File: src/rtl/clk_div_tick_gen.sv
// Programmable base-tick divider with cascaded BCD decade counters and a
// clock output selectable between a one-cycle pulse and a 50% toggle.
module clk_div_tick_gen #(
    parameter int          CNT_W       = 32,
    parameter int unsigned DIV_DEFAULT = 5000000,
    parameter int          N_DEC       = 3
) (
    input  logic               clk,
    input  logic               rst_n,
    input  logic               en,
    input  logic               clr,
    input  logic               mode,
    input  logic               div_load,
    input  logic [CNT_W-1:0]   div_val,
    output logic               base_tick,
    output logic [N_DEC-1:0]   dec_tick,
    output logic [4*N_DEC-1:0] dec_val,
    output logic               clk_out
);

    localparam logic [CNT_W-1:0] DIV_RST = CNT_W'(DIV_DEFAULT);
    localparam logic [CNT_W-1:0] ONE     = CNT_W'(1);

    logic [CNT_W-1:0]      div_reg;
    logic [CNT_W-1:0]      cnt;
    logic [N_DEC-1:0][3:0] dec_cnt;
    logic                  tgl;
    logic                  load_ok;
    logic                  run;
    logic [N_DEC-1:0]      stage_in;

    // A zero divisor would make div_reg-1 wrap, so such loads are dropped.
    assign load_ok   = div_load && (div_val != '0);
    assign run       = rst_n && en && !clr && !load_ok;
    assign base_tick = run && (cnt == div_reg - ONE);

    // Carries ripple combinationally so coinciding wraps tick in one cycle.
    always_comb begin
        logic carry;
        carry    = base_tick;
        stage_in = '0;
        dec_tick = '0;
        for (int i = 0; i < N_DEC; i++) begin
            stage_in[i] = carry;
            dec_tick[i] = carry && (dec_cnt[i] == 4'd9);
            carry       = carry && (dec_cnt[i] == 4'd9);
        end
    end

    assign dec_val = dec_cnt;
    assign clk_out = mode ? tgl : base_tick;

    always_ff @(posedge clk or negedge rst_n) begin
        if (!rst_n) begin
            div_reg <= DIV_RST;
            cnt     <= '0;
            dec_cnt <= '0;
            tgl     <= 1'b0;
        end else begin
            if (load_ok) begin
                div_reg <= div_val;
                cnt     <= '0;
            end
            if (clr) begin
                cnt     <= '0;
                dec_cnt <= '0;
                tgl     <= 1'b0;
            end else if (run) begin
                cnt <= base_tick ? '0 : cnt + ONE;
                tgl <= tgl ^ base_tick;
                for (int i = 0; i < N_DEC; i++) begin
                    if (stage_in[i])
                        dec_cnt[i] <= (dec_cnt[i] == 4'd9) ? 4'd0 : dec_cnt[i] + 4'd1;
                end
            end
        end
    end

endmodule
File: config.mk
export PLATFORM = sky130hd
export DESIGN_NAME = clk_div_tick_gen
export DESIGN_NICKNAME = d
export VERILOG_FILES = /design/src/rtl/clk_div_tick_gen.sv
export SDC_FILE = /design/constraint.sdc
export NUM_CORES = 1
export LEC_CHECK = 0
export ABC_AREA = 1
export BUFFER_PORTS_ARGS = -buffer_cell sky130_fd_sc_hd__buf_2
export CORE_MARGIN = 4
export CORE_UTILIZATION = 50
export DETAILED_ROUTE_END_ITERATION = 10
export PLACE_DENSITY = 0.8
export SYNTH_ARGS = -nofsm -noshare
export SYNTH_HDL_FRONTEND = slang
export SYNTH_SLANG_ARGS = --single-unit
File: constraint.sdc
create_clock -name clk -period 2.5 [get_ports clk]
set_input_delay 0.125 -clock clk [delete_from_list [all_inputs] [get_ports clk]]
set_output_delay 0.125 -clock clk [all_outputs]
set_load 0.05 [all_outputs]
**Yosys cells after proc, flatten, opt, wreduce, memory -nomap -nowiden**

Index checks and enable logic that the tools add are counted.

- Add/sub/neg operators: 5
- Equal/unequal tests: 4
- Muxes and demuxes: 15
- Bitwise gates (word level): 1
- Reductions and logical operators: 19

Operators with widths:

| kind | number |
|---|---|
| 32-bit two-way mux | 4 |
| 32-bit by 1-bit adder with 32-bit output (second input constant) | 1 |
| 32-bit equality test | 1 |
| 32-bit nonzero test | 1 |
| 32-bit by 1-bit subtractor with 32-bit output (second input constant) | 1 |
| 12-bit two-way mux | 2 |
| 4-bit two-way mux | 6 |
| 4-bit by 1-bit adder with 4-bit output (second input constant) | 3 |
| 4-bit equality test (second input constant) | 3 |
| 1-bit logical AND | 8 |
| 2-bit nonzero test | 4 |
| 2-bit AND reduction | 3 |
| 1-bit two-way mux | 3 |
| 3-bit nonzero test | 1 |
| 1-bit logical NOT | 2 |
| 1-bit XOR | 1 |

- Register bits after elaboration: 77
- Input port bits: 38
- Logic and storage cells: 50

**Longest topological paths before layout**

Gate-level depths: netlist of run 1.

- Depth after elaboration: 10
- Mapped depth: 19
- Depth with buffers taken out: 19

**Least setup slack after synthesis of run 1**

Ideal clock, no wire load.

- Path type: flip-flop to output port
- Start: register div_reg[0]
- End: output clk_out
- Arrival time: 2,990 ps
- Required time: 2,375 ps
- Path slack: -615 ps
- Cell stages (with the launch flop): 16
- Cell sequence: dfrtp_1 -> inv_1 -> ha_1 -> nand2_2 -> nor2_4 -> nand2_1 -> nor2_1 -> xnor2_1 -> nand2_1 -> inv_1 -> nand2_1 -> nor2_4 -> nand2_4 -> inv_1 -> nor2_1 -> a21oi_1

- Longest elaborated chain between the ends: 4

RTL lines:

| element | RTL line | RTL |
|---|---|---|
| from (decl) | 24 | `logic [CNT_W-1:0] div_reg;` |
| from (signal assigned) | 61 | `div_reg <= div_val;` |
| 32-bit by 1-bit subtractor with 32-bit output | 35 | `assign base_tick = run && (cnt == div_reg - ONE);` |
| 32-bit equality test | 35 |  |
| 1-bit logical AND | 35 |  |
| via base_tick | 15 | `output logic base_tick,` |
| 1-bit two-way mux | 51 | `assign clk_out = mode ? tgl : base_tick;` |
| to (decl) | 18 | `output logic clk_out` |

The timed path passes the listed nets, and every way through them passes these cells.

**Worst setup path after layout of run 1**

- Start: register div_reg[1]
- End: output clk_out

- Longest elaborated chain between the ends: 4

RTL lines:

| element | RTL line |
|---|---|
| 32-bit by 1-bit subtractor with 32-bit output | 35 |
| 32-bit equality test | 35 |
| 1-bit logical AND | 35 |
| 1-bit two-way mux | 51 |

No other way between the ends.

==> results.txt, run 1 <==
* Outcome: complete, but fails checks
- Violations in the final reports: negative setup slack
- Library cells used by synthesis: 36
- Met3 track demand over resource in global routing: 0.0468
- Entering global routing, the biggest net connects 63 pins.
- Number of violations of the max-capacitance limit: 0
- The worst register-to-register path begins at div_reg[2]$_DFFE_PN0P_.
- Max Clock Skew: 0.00412 ns
- Start point of the worst hold path: div_val[30]
* Critical path origin: div_reg[1]$_DFFE_PN0P_
* Share of synthesized area occupied by flip-flops and latches: 0.339
* Via count normalized by instance count: 5.39
* TritonCTS buffer count: 9
- Power density over the cells: 510 nW/um2
- Final Total Pwr: 3660 uW
- For this run, the total global-route usage over all layers was measured as 0.261.
* Fraction of layout instances using a drive strength above 1: 0.215
- The number of antenna violations at the first check in global routing was 0.
* Total I/O pin count: 55
- In the final layout, the multi-input gates occupy 3470 um2.
* Final worst-path setup slack: -0.317 ns
- After clock tree synthesis, the clock-pin slew on the worst setup and hold paths is 0.06 ns.
* Leak: 0.00351 uW
- Setup slack on the worst reg-to-reg path comes out at -0.15 ns.
* Worst Reg-to-Reg Cells: 20
- RSZ-0062 raised after global routing: true
* Data arrival at the endpoint of the critical path: 2.69 ns
* Highest fanout seen on the critical path: 4
- Clock tree from TritonCTS: done
- At the pin with the least slew margin, the transition time is 0.692 ns.
- Residual DRC count: 0
* Overall die area: 13200 um2
- The critical path is of the reg2out type.
* Fin crit period: 2.82 ns
* Horizontal die dimension: 115 um
- OpenSTA, run right after detailed placement, puts the worst setup slack at 0.0185 ns.
* DRC marker count from the first detailed-route iteration: 517
- Yosys printed 0 warnings.
* Maximum VDD drop: 0.477 mV
- Counting along the longest clock path gives a buffer depth of 2.
* Clock latency on the worst-skew pair: 0.34 ns
* Total via count after detailed routing: 5942
- Root Buffer Master: sky130_fd_sc_hd__clkbuf_16
- Remaining antenna violation count after routing: 0
- Final-report hold violation count: 0
* Most common cell after layout, fill and taps aside: sky130_fd_sc_hd__nand2_1
- Worst R2R End: cnt[24]$_DFFE_PN0P_
* Std-Cell Core Area: 11000 um2
- FP Rows: 38
* Net count after synthesis: 901
- Routability congestion estimate from global placement: 0.928
- Final WL: 17.1 mm
* Number of buffers inserted by port buffering: 54
- Area growth syn-to-layout: 25.9%
- Initial DRT Pass Iterations: 5
- Each instance of the synthesized netlist takes up on average 6.68 um2.
* Register area: 1940 um2
* Starting utilization of the core area: 0.520
- Syn Std Cell Area: 5710 um2
- FILL cells: 935
* Category of the worst setup path launch point: register
- Derived from the worst setup path, the maximum achievable clock frequency is 0.355 GHz.
* Global route hottest layer: met2
- Via count of the first global-routing pass: 5630
* H-tree depth reported by CTS: 3
- Count of mapped cells out of synthesis: 855
- Worst slew margin: 0.538
- STA classifies the critical path endpoint as an output port.
- Final antenna diode count: 0
* First-pass GRT wire length: 27.4 mm
- Most used cells in the layout excluding fill and tap cells: sky130_fd_sc_hd__nand2_1 (237), sky130_fd_sc_hd__inv_1 (116), sky130_fd_sc_hd__nor2_1 (90), sky130_fd_sc_hd__dfrtp_1 (66), sky130_fd_sc_hd__buf_2 (48)
- The floorplan step set the die height to 115 um.
- Setup violations remaining at the end of the flow were counted as 38.
- Half-perimeter wire length after placement: 12.4 mm
- Ratio of final minimum period to clock period: 1.13
- Min Hold Slack: 0.0175 ns
- Count of state elements after synthesis: 77
- The final-report max-slew violation count came to 0.
* Overflow after GRT: 0
- In the global route stage, met2 resource usage came out at 0.417.
- The worst hold path belongs to the class in2reg.
* Met1 Resource Use GR: 0.351
- In the final routed layout, each cell accounts on average for 15.5 um.
- At the worst endpoint, the required time is 2.38 ns.
- The most critical setup path has its endpoint at clk_out.
- Number of sinks handled by clock tree synthesis: 77
- Post-layout nets: 1004
-- routing by layer --
| metal | vias to the layer above | wire, um | part of all wire |
|---|---|---|---|
| met5 | - | 0 | 0 |
| met4 | 0 | 628 | 0.037 |
| met3 | 58 | 1220 | 0.071 |
| met2 | 252 | 7950 | 0.46 |
| met1 | 2725 | 7310 | 0.43 |
| li1 | 2907 | - | - |
-- cell families after synthesis --
kind of cell / after synthesis / share of synthesized area
compound gates: 77 / 0.0741
xor+xnor: 59 / 0.0905
fa+ha+maj: 8 / 0.0175
buf+inv: 141 / 0.0973
flops: 77 / 0.339
mux: 1 / 0.00175
simple gates: 492 / 0.380
-- critical path, cell delays in order, from the launching register on --
cell                         delay [ns]
sky130_fd_sc_hd__dfrtp_1           0.44
sky130_fd_sc_hd__inv_2             0.10
sky130_fd_sc_hd__buf_4             0.11
sky130_fd_sc_hd__nand2_1           0.07
sky130_fd_sc_hd__nor2_1            0.26
sky130_fd_sc_hd__nand3_2           0.17
sky130_fd_sc_hd__nor2_1            0.13
sky130_fd_sc_hd__nand2_1           0.06
sky130_fd_sc_hd__nand2_1           0.08
sky130_fd_sc_hd__nand2_1           0.05
sky130_fd_sc_hd__nor2_1            0.09
sky130_fd_sc_hd__nand2_1           0.11
sky130_fd_sc_hd__nor2_4            0.15
sky130_fd_sc_hd__nand2_4           0.10
sky130_fd_sc_hd__clkinvlp_4        0.09
sky130_fd_sc_hd__nor2_2            0.04
sky130_fd_sc_hd__a21oi_4           0.10
sky130_fd_sc_hd__buf_6             0.16
-- where the power goes --
part	switching, uW	internal, uW
registers	104	1320
logic	464	279
clock network	517	977
-- stage by stage --
step,util,setup TNS (ns),instances,instance area [um2]
4_1_cts,0.631,-0.867,1097,6930
3_3_place_gp,0.578,0,1065,6350
3_5_place_dp,0.578,0,1065,6350
5_1_grt,0.654,-8.22,1103,7190
6_report,0.654,-2.74,1103,7190
2_1_floorplan,-,-0.126,855,5730
-- Yosys cell counts --
cell / number / area share
sky130_fd_sc_hd__a21oi_1: 4 / 0.0035
sky130_fd_sc_hd__and3_1: 1 / 0.0011
sky130_fd_sc_hd__buf_4: 2 / 0.0026
sky130_fd_sc_hd__buf_6: 1 / 0.0020
sky130_fd_sc_hd__buf_8: 1 / 0.0026
sky130_fd_sc_hd__clkbuf_1: 16 / 0.011
sky130_fd_sc_hd__clkinv_1: 1 / 0.00066
sky130_fd_sc_hd__dfrtp_1: 69 / 0.30
sky130_fd_sc_hd__dfstp_2: 8 / 0.037
sky130_fd_sc_hd__ha_1: 8 / 0.018
sky130_fd_sc_hd__inv_1: 120 / 0.079
sky130_fd_sc_hd__mux2i_1: 1 / 0.0018
sky130_fd_sc_hd__nand2_1: 250 / 0.16
sky130_fd_sc_hd__nand2_2: 3 / 0.0033
sky130_fd_sc_hd__nand2_4: 2 / 0.0039
sky130_fd_sc_hd__nand2_8: 1 / 0.0035
sky130_fd_sc_hd__nand3_1: 48 / 0.042
sky130_fd_sc_hd__nand3b_1: 8 / 0.011
sky130_fd_sc_hd__nand4_1: 27 / 0.030
sky130_fd_sc_hd__nand4_2: 1 / 0.0022
sky130_fd_sc_hd__nor2_1: 108 / 0.071
sky130_fd_sc_hd__nor2_2: 10 / 0.011
sky130_fd_sc_hd__nor2_4: 4 / 0.0079
sky130_fd_sc_hd__nor3_1: 18 / 0.016
sky130_fd_sc_hd__nor3_2: 2 / 0.0035
sky130_fd_sc_hd__nor4_1: 7 / 0.0077
sky130_fd_sc_hd__o2111ai_1: 1 / 0.0015
sky130_fd_sc_hd__o21ai_0: 45 / 0.039
sky130_fd_sc_hd__o21ai_1: 5 / 0.0044
sky130_fd_sc_hd__o21ai_2: 1 / 0.0015
sky130_fd_sc_hd__o21bai_1: 3 / 0.0039
sky130_fd_sc_hd__o22ai_1: 18 / 0.020
sky130_fd_sc_hd__or2_2: 1 / 0.0011
sky130_fd_sc_hd__or3_1: 1 / 0.0011
sky130_fd_sc_hd__xnor2_1: 12 / 0.018
sky130_fd_sc_hd__xor2_1: 47 / 0.072
-- final cells by class --
type,count,share of cell area
inverter,121,0.0637
tap,140,0.0244
clock inverter,4,0.0136
sequential,77,0.270
timing repair buffer,111,0.113
clock buffer,12,0.0329
multi-input combinational,638,0.483
-- what timing repair did --
| action | CTS | global route |
|---|---|---|
| pin swaps | 13 | 15 |
| hold endpoints to repair | 31 | 0 |
| endpoints found under the setup margin | 5 | 49 |
| hold buffers | 1 | 0 |
| cloned | 0 | 1 |
| resized for setup | 35 | 58 |
| setup buffers | 15 | 7 |
-- worst min path at each step --
stage          slack [ns]  cells past startpoint                 endpoint
6_report             0.02                      3  div_reg[30]$_DFFE_PN0P_
5_1_grt              0.03                      3  div_reg[31]$_DFFE_PN0P_
4_1_cts             0.005                      3  div_reg[30]$_DFFE_PN0P_
3_5_place_dp         0.28                      2   div_reg[0]$_DFFE_PN0P_
3_3_place_gp         0.27                      2   div_reg[0]$_DFFE_PN0P_
2_1_floorplan       -0.17                      0       cnt[0]$_DFFE_PN0P_
No activity file was read; power rests on OpenSTA's default activity.
==> inputs of run 2 (changes only) <==
TNS_END_PERCENT = 1   (was unset)
==> run 2 against run 1 <==
Compared with the run above:
- the flow still finishes with violations (negative setup slack)
- non-clock buffer count is 5 lower
- sequential power hardly changed
- critical path type is now reg2reg
- final cell count is 0.54% lower
- highest routed layer unchanged
- hold slack worse by 0.0070 ns
==> results.txt, run 2 (same netlist as run 1, synthesis figures left out) <==
- Worst Tran Pin Value: 0.701 ns
- Max Clock Skew: 0.00469 ns
* Fraction of layout instances using a drive strength above 1: 0.189
* Final antenna diode count: 0
* Residual DRC count: 0
* Number of violations of the max-capacitance limit: 0
- Outcome: complete, but fails checks
- FILL cells: 979
- Routed len/inst: 15.0 um
- Number of buffers inserted by port buffering: 54
- At the worst endpoint, the required time is 2.78 ns.
* Register area: 1940 um2
- Highest fanout seen on the critical path: 4
- Final WL: 16.4 mm
- For this run the aggregate overflow at the end of global routing stands at 0.
- H-tree depth reported by CTS: 3
* Placed standard-cell area: 6350 um2
* Overall die area: 13200 um2
* Violations in the final reports: negative setup slack
- Across all layers, the routed design uses 5837 vias.
- Initial DRT Pass Iterations: 5
- The share of total power dissipated in sequential elements is 0.394.
- After clock tree synthesis, the clock-pin slew on the worst setup and hold paths is 0.06 ns.
* Pre-CTS WS: 0.0185 ns
* Root Buffer Master: sky130_fd_sc_hd__clkbuf_16
- Half-perimeter wire length after placement: 12.4 mm
- Util after Layout: 0.636
- The worst setup path is of the reg2reg kind.
* CP max stage cell: sky130_fd_sc_hd__dfstp_2
- The worst setup path is launched from a register.
- The most numerous cell type found on the critical path is sky130_fd_sc_hd__buf_4.
* Global-route usage over all layers: 0.259
* Leak: 0.00343 uW
- The detail route stage leaves a number of antenna-violating nets equal to 0.
- Of the total power, the share spent switching nets is 0.292.
* Number of sinks handled by clock tree synthesis: 77
- DRC marker count from the first detailed-route iteration: 478
- Entering global routing, the biggest net connects 63 pins.
- Post-layout nets: 998
- Worst slew margin: 0.532
* Combinational Power Share: 0.192
- Most common cell after layout, fill and taps aside: sky130_fd_sc_hd__nand2_1
- TritonCTS buffer count: 9
- For the worst-skew pair, the clock arrives at the later sink with an insertion delay of 0.34 ns.
* Horizontal die dimension: 115 um
- In this run the standard cell core region covers 11000 um2.
* Final-report setup violation count: 28
* Area growth syn-to-layout: 22.3%
- Total I/O pin count: 55
- Sequence of cells on the critical path: nor2_2 -> nand2_2 -> nor2_4 -> buf_6 -> nand3b_1 -> nand2_1 -> buf_4 -> buf_4 -> buf_4 -> buf_4 -> buf_4 -> buf_4 -> buf_4 -> buf_4 -> buf_4 -> nand3_1 -> nor3_1 -> nand3_1 -> nand3b_1 -> nand2_1
- FP Rows: 38
- Most used cells in the layout excluding fill and tap cells: sky130_fd_sc_hd__nand2_1 (246), sky130_fd_sc_hd__inv_1 (116), sky130_fd_sc_hd__nor2_1 (94), sky130_fd_sc_hd__dfrtp_1 (66)
- The final-report max-slew violation count came to 0.
- Net load switching power: 1060 uW
- Starting utilization of the core area: 0.520
* Routability congestion estimate from global placement: 0.928
- After layout, the worst setup slack is -0.264 ns.
- The first global-routing pass estimated 27.3 mm of wire.
- TritonCTS built the clock tree.
* Layout Cell Area excl Fill: 6980 um2
- Fin crit period: 2.76 ns
- Of the total power, the clock network draws 0.414.
- Summing all multi-input logic gate instances after layout gives 3360 um2.
* Data arrival at the endpoint of the critical path: 3.05 ns
- CP endpoint kind: register
* Number of antenna violations at the first check in global routing: 0
* Via count normalized by instance count: 5.32
- Cell internal power was estimated by the tool at 2560 uW.
- Vertical die dimension: 115 um
- Based on the critical path, the design can be clocked at up to 0.362 GHz.
- Dividing the final minimum period by the clock period gives 1.11.
* Final-report hold violation count: 0
- Via count of the first global-routing pass: 5608
- Kind of path behind the tightest hold check: in2reg
- In this run the deepest clock path goes through 2 buffers.
- RSZ-0062 raised after global routing: true
* Maximum VDD drop: 0.477 mV
- On the worst path, the slowest cell contributes a delay of 0.57 ns.
- For this design the ratio of total power to cell area is 517 nW/um2.
## run 2: cell count changes in the layout (fill, tap and decap cells not counted)
cell,delta
sky130_fd_sc_hd__nand2_4,-4
sky130_fd_sc_hd__nand3_2,-6
sky130_fd_sc_hd__buf_8,-3
sky130_fd_sc_hd__nand3_1,+6
sky130_fd_sc_hd__nor3_2,-1
sky130_fd_sc_hd__nand2_2,-6
sky130_fd_sc_hd__nor2_1,+4
sky130_fd_sc_hd__buf_4,+7
sky130_fd_sc_hd__buf_6,-9
sky130_fd_sc_hd__nor2_4,-4
sky130_fd_sc_hd__nand2_1,+9
sky130_fd_sc_hd__nor3_1,+1
## run 2: final cells by class
type	count	area share
tap	140	0.0251
clock buffer	12	0.0339
multi-input combinational	637	0.481
clock inverter	4	0.0140
timing repair buffer	106	0.103
sequential	77	0.278
inverter	121	0.0656
## run 2: worst paths after layout
check	depth (start not counted)	slack (ns)	startpoint	end
min reg2reg	1	0.47	tgl$_DFFE_PN0P_	tgl$_DFFE_PN0P_
max	20	-0.26	div_reg[6]$_DFFE_PN1P_	cnt[24]$_DFFE_PN0P_
min in group asynchronous	3	0.44	rst_n	div_reg[0]$_DFFE_PN0P_
max reg2reg	20	-0.26	div_reg[6]$_DFFE_PN1P_	cnt[24]$_DFFE_PN0P_
max in group asynchronous	4	1.10	rst_n	div_reg[2]$_DFFE_PN0P_
min	3	0.01	div_val[30]	div_reg[30]$_DFFE_PN0P_
## run 2: power groups by stage
stage	Sequential [uW]	Combinational (uW)	Clock, uW
final	1420	695	1500
after floorplan	1470	360	0
after detailed placement	1430	622	0
after global placement	1430	616	0
after global routing	1430	775	1570
after CTS	1410	668	1510
## run 2: stage by stage
step | total power (uW) | cells | TNS (ns) | hold WS [ns]
floorplan | 1830 | 855 | -0.126 | -0.171
global placement | 2050 | 1065 | 0 | 0.271
detailed placement | 2060 | 1065 | 0 | 0.276
CTS | 3590 | 1096 | -0.907 | 0.00479
global route | 3780 | 1097 | -7.81 | 0.0324
finish | 3610 | 1097 | -2.16 | 0.0105
## run 2: critical path, delay by kind of cell (launching register included)
kind | cells | cell delay (ns)
buffers and inverters | 10 | 1.23
AND/OR/NAND/NOR | 10 | 0.88
flip-flops | 1 | 0.57
## run 2: layer usage
metal,up-vias,global-route usage,routed length (um)
met2,204,0.413,7540
met1,2691,0.350,7380
li1,2897,-,-
met3,45,0.0468,1010
met4,0,0.103,476
met5,-,0,0
## run 2: what timing repair did
action | 4_1_cts | 5_1_grt
setup endpoints to repair | 5 | 49
buffers inserted | 14 | 1
endpoints found under the hold margin | 31 | 0
pin swaps | 13 | 7
gates resized for setup | 34 | 17
hold buffers | 1 | 0
==> inputs of run 3 (changes only) <==
HOLD_SLACK_MARGIN = 0.03   (was unset)
==> run 3 against run 2 <==
Compared with the run above:
- the run still ends with negative setup slack left
- hold slack improved by 0.031 ns
- flip-flop and latch count unchanged
- final cell count increased by 0.55%
- critical path depth unchanged
- core utilization increased by 0.55 points
- first-iteration DRC count decreased by 1.0%
- fmax increased by 0.27%
- count of clock-buffer cells in the layout unchanged
==> results.txt, run 3 (same netlist as run 1, synthesis figures left out) <==
* Vertical die dimension: 115 um
- Min-Delay Endpoint: div_reg[8]$_DFFE_PN1P_
* Cell depth of the worst hold path: 3
* Number of violations of the max-capacitance limit: 0
- Highest fanout seen on the critical path: 4
- The filler cells instantiated in the layout total 967.
* Number of antenna violations at the first check in global routing: 0
- Number of buffers inserted by port buffering: 54
- Wire segments on met3 add up to 992 um in the final route.
- Worst R2R End: cnt[24]$_DFFE_PN0P_
* Outcome: complete, but fails checks
- Crit Path Class: reg2reg
- The worst register-to-register path has a setup slack of -0.26 ns.
- The via count of the first global-routing pass came to 5673.
* Launching point of the worst reg2reg path: div_reg[6]$_DFFE_PN1P_
- Placed standard-cell area: 6350 um2
* Clock latency on the worst-skew pair: 0.35 ns
- H-tree depth reported by CTS: 3
- The first global-routing pass estimated 27.4 mm of wire.
* Fin crit period: 2.76 ns
- RSZ-0062 raised after global routing: true
- Maximum VDD drop: 0.482 mV
- Routability-driven placement finished with a final weighted congestion of 0.928.
* Power density over the cells: 515 nW/um2
- Worst Tran Pin Value: 0.705 ns
- Final antenna diode count: 0
- The worst hold path begins at div_val[8].
* Clock transition time at the flip-flop clock pins of the worst setup and hold paths: 0.06 ns
- The area growth from synthesis to layout is 23.3%.
* Util after Layout: 0.641
- The floorplan step set the die width to 115 um.
- Once detail routing completed, the nets flagged for antenna violations numbered 0.
- Number of sinks handled by clock tree synthesis: 77
* Final Total Pwr: 3620 uW
- Req. time, crit path: 2.78 ns
- Global-route usage over all layers: 0.260
- Met2 wirelength from detailed routing: 7.62 mm
- Wires add up to 16.5 mm.
- Area of combinational cells with multiple inputs: 3360 um2
- Max Clock Skew: 0.00695 ns
- Setup total negative slack on the finished layout was measured at -2.13 ns.
- The detailed router put a total of 7.36 mm of wire on met1.
- Prior to clock tree synthesis, the placed netlist has a worst setup slack of 0.0185 ns.
- Sequence of cells on the critical path: nor2_2 -> nand2_2 -> nor2_4 -> buf_6 -> nand3b_1 -> nand2_1 -> buf_4 -> buf_4 -> buf_4 -> buf_4 -> buf_4 -> buf_4 -> buf_4 -> buf_4 -> buf_4 -> nand3_1 -> nor3_1 -> nand3_1 -> nand3b_1 -> nand2_1
- Critical path buffer and inverter count: 10
- The worst setup path is launched from a register.
- No sink is reached through more buffers than the 2 on the longest clock path.
* Max Used Layer: met4
- The net count of the finished layout is 1004.
- The total overflow left after global routing is 0.
- In this design, the stage delay of the slowest critical-path cell is 0.57 ns.
- In this run the static leakage power is 0.00346 uW.
- The die covers 13200 um2.
- The number of clock buffers added by TritonCTS is 9.
* Final-report hold violation count: 0
- Total via count after detailed routing: 5876
- Final worst-path setup slack: -0.257 ns
- Data arrival at the endpoint of the critical path: 3.04 ns
* Most used cell along the critical path: sky130_fd_sc_hd__buf_4
- Layout Cell Area excl Fill: 7040 um2
* CP endpoint kind: register
- The slowest stage of the critical path is the sky130_fd_sc_hd__dfstp_2 cell.
* Clock tree from TritonCTS: done
- Register area: 1940 um2
* Kind of path behind the tightest hold check: in2reg
- Worst slew margin: 0.530
- The kind of cell with the highest combined delay along the critical path is buffers and inverters.
- Fraction of layout instances using a drive strength above 1: 0.188
- Ratio of final minimum period to clock period: 1.10
- The floorplan has 38 rows.
* Most common cell after layout, fill and taps aside: sky130_fd_sc_hd__nand2_1
- Largest net degree at the start of global routing: 63
- In the final routed layout, each cell accounts on average for 15.0 um.
* Fmax: 0.363 GHz
- Final max-slew violation count: 0
- Setup violations remaining at the end of the flow were counted as 28.
* DRC marker count from the first detailed-route iteration: 473
- Residual DRC count: 0
- The HPWL after detailed placement is 12.4 mm.
* Most used cells in the layout excluding fill and tap cells: sky130_fd_sc_hd__nand2_1 (246), sky130_fd_sc_hd__inv_1 (116), sky130_fd_sc_hd__nor2_1 (94), sky130_fd_sc_hd__dfrtp_1 (66)
- Dividing the detail-routed via count by the number of cells gives 5.33.
- Initial DRT Pass Iterations: 5
* Total I/O pin count: 55
- Starting utilization of the core area: 0.520
- Std-Cell Core Area: 11000 um2
- The tree is rooted in a sky130_fd_sc_hd__clkbuf_16.
- The worst register-to-register path has a depth of 20.
* Violations in the final reports: negative setup slack
[run 3: layout make-up]
cell class / instances / area share
multi-input cells: 637 / 0.477
flip-flops and latches: 77 / 0.276
repair buffers: 112 / 0.110
inverters: 121 / 0.0650
clock buffers: 12 / 0.0336
well taps: 140 / 0.0249
clock inverters: 4 / 0.0139
[run 3: report_power, final]
group / switching, uW / internal [uW] / total (uW)
Combinational: 439 / 263 / 702
Clock: 523 / 977 / 1500
Sequential: 98.9 / 1320 / 1420
Total: 1060 / 2560 / 3620
[run 3: per-layer routing]
| layer | up-vias | GRT usage |
|---|---|---|
| met2 | 202 | 0.417 |
| met3 | 45 | 0.0468 |
| li1 | 2912 | - |
| met5 | - | 0 |
| met4 | 0 | 0.106 |
| met1 | 2717 | 0.349 |
[run 3: worst max-delay path by stage]
stage               cells past startpoint             endpoint  slack, ns                    from
floorplan                              15              clk_out      -0.06  div_reg[0]$_DFFE_PN0P_
global placement                       15              clk_out       0.07  div_reg[4]$_DFFE_PN0P_
detailed placement                     17              clk_out       0.02  div_reg[3]$_DFFE_PN0P_
CTS                                    17              clk_out      -0.18  div_reg[4]$_DFFE_PN0P_
global route                           20  cnt[24]$_DFFE_PN0P_      -0.39  div_reg[2]$_DFFE_PN0P_
finish                                 20  cnt[24]$_DFFE_PN0P_      -0.26  div_reg[6]$_DFFE_PN1P_
[run 3: what timing repair did]
item                       in CTS  in global routing
pin swaps                      13                  7
setup endpoints to repair       5                 49
hold endpoints to repair       37                  0
buffers inserted               14                  1
hold buffers                    7                  0
resized for setup              34                 17
[run 3: tightest hold or removal path, stage by stage]
cell	delay, ns
sky130_fd_sc_hd__buf_2	0.09
sky130_fd_sc_hd__inv_1	0.06
sky130_fd_sc_hd__o21ai_0	0.09
[run 3: metrics by stage]
step	hold slack (ns)	cells
2_1_floorplan	-0.171	855
3_3_place_gp	0.271	1065
3_5_place_dp	0.276	1065
4_1_cts	0.0346	1102
5_1_grt	0.0684	1103
6_report	0.0413	1103
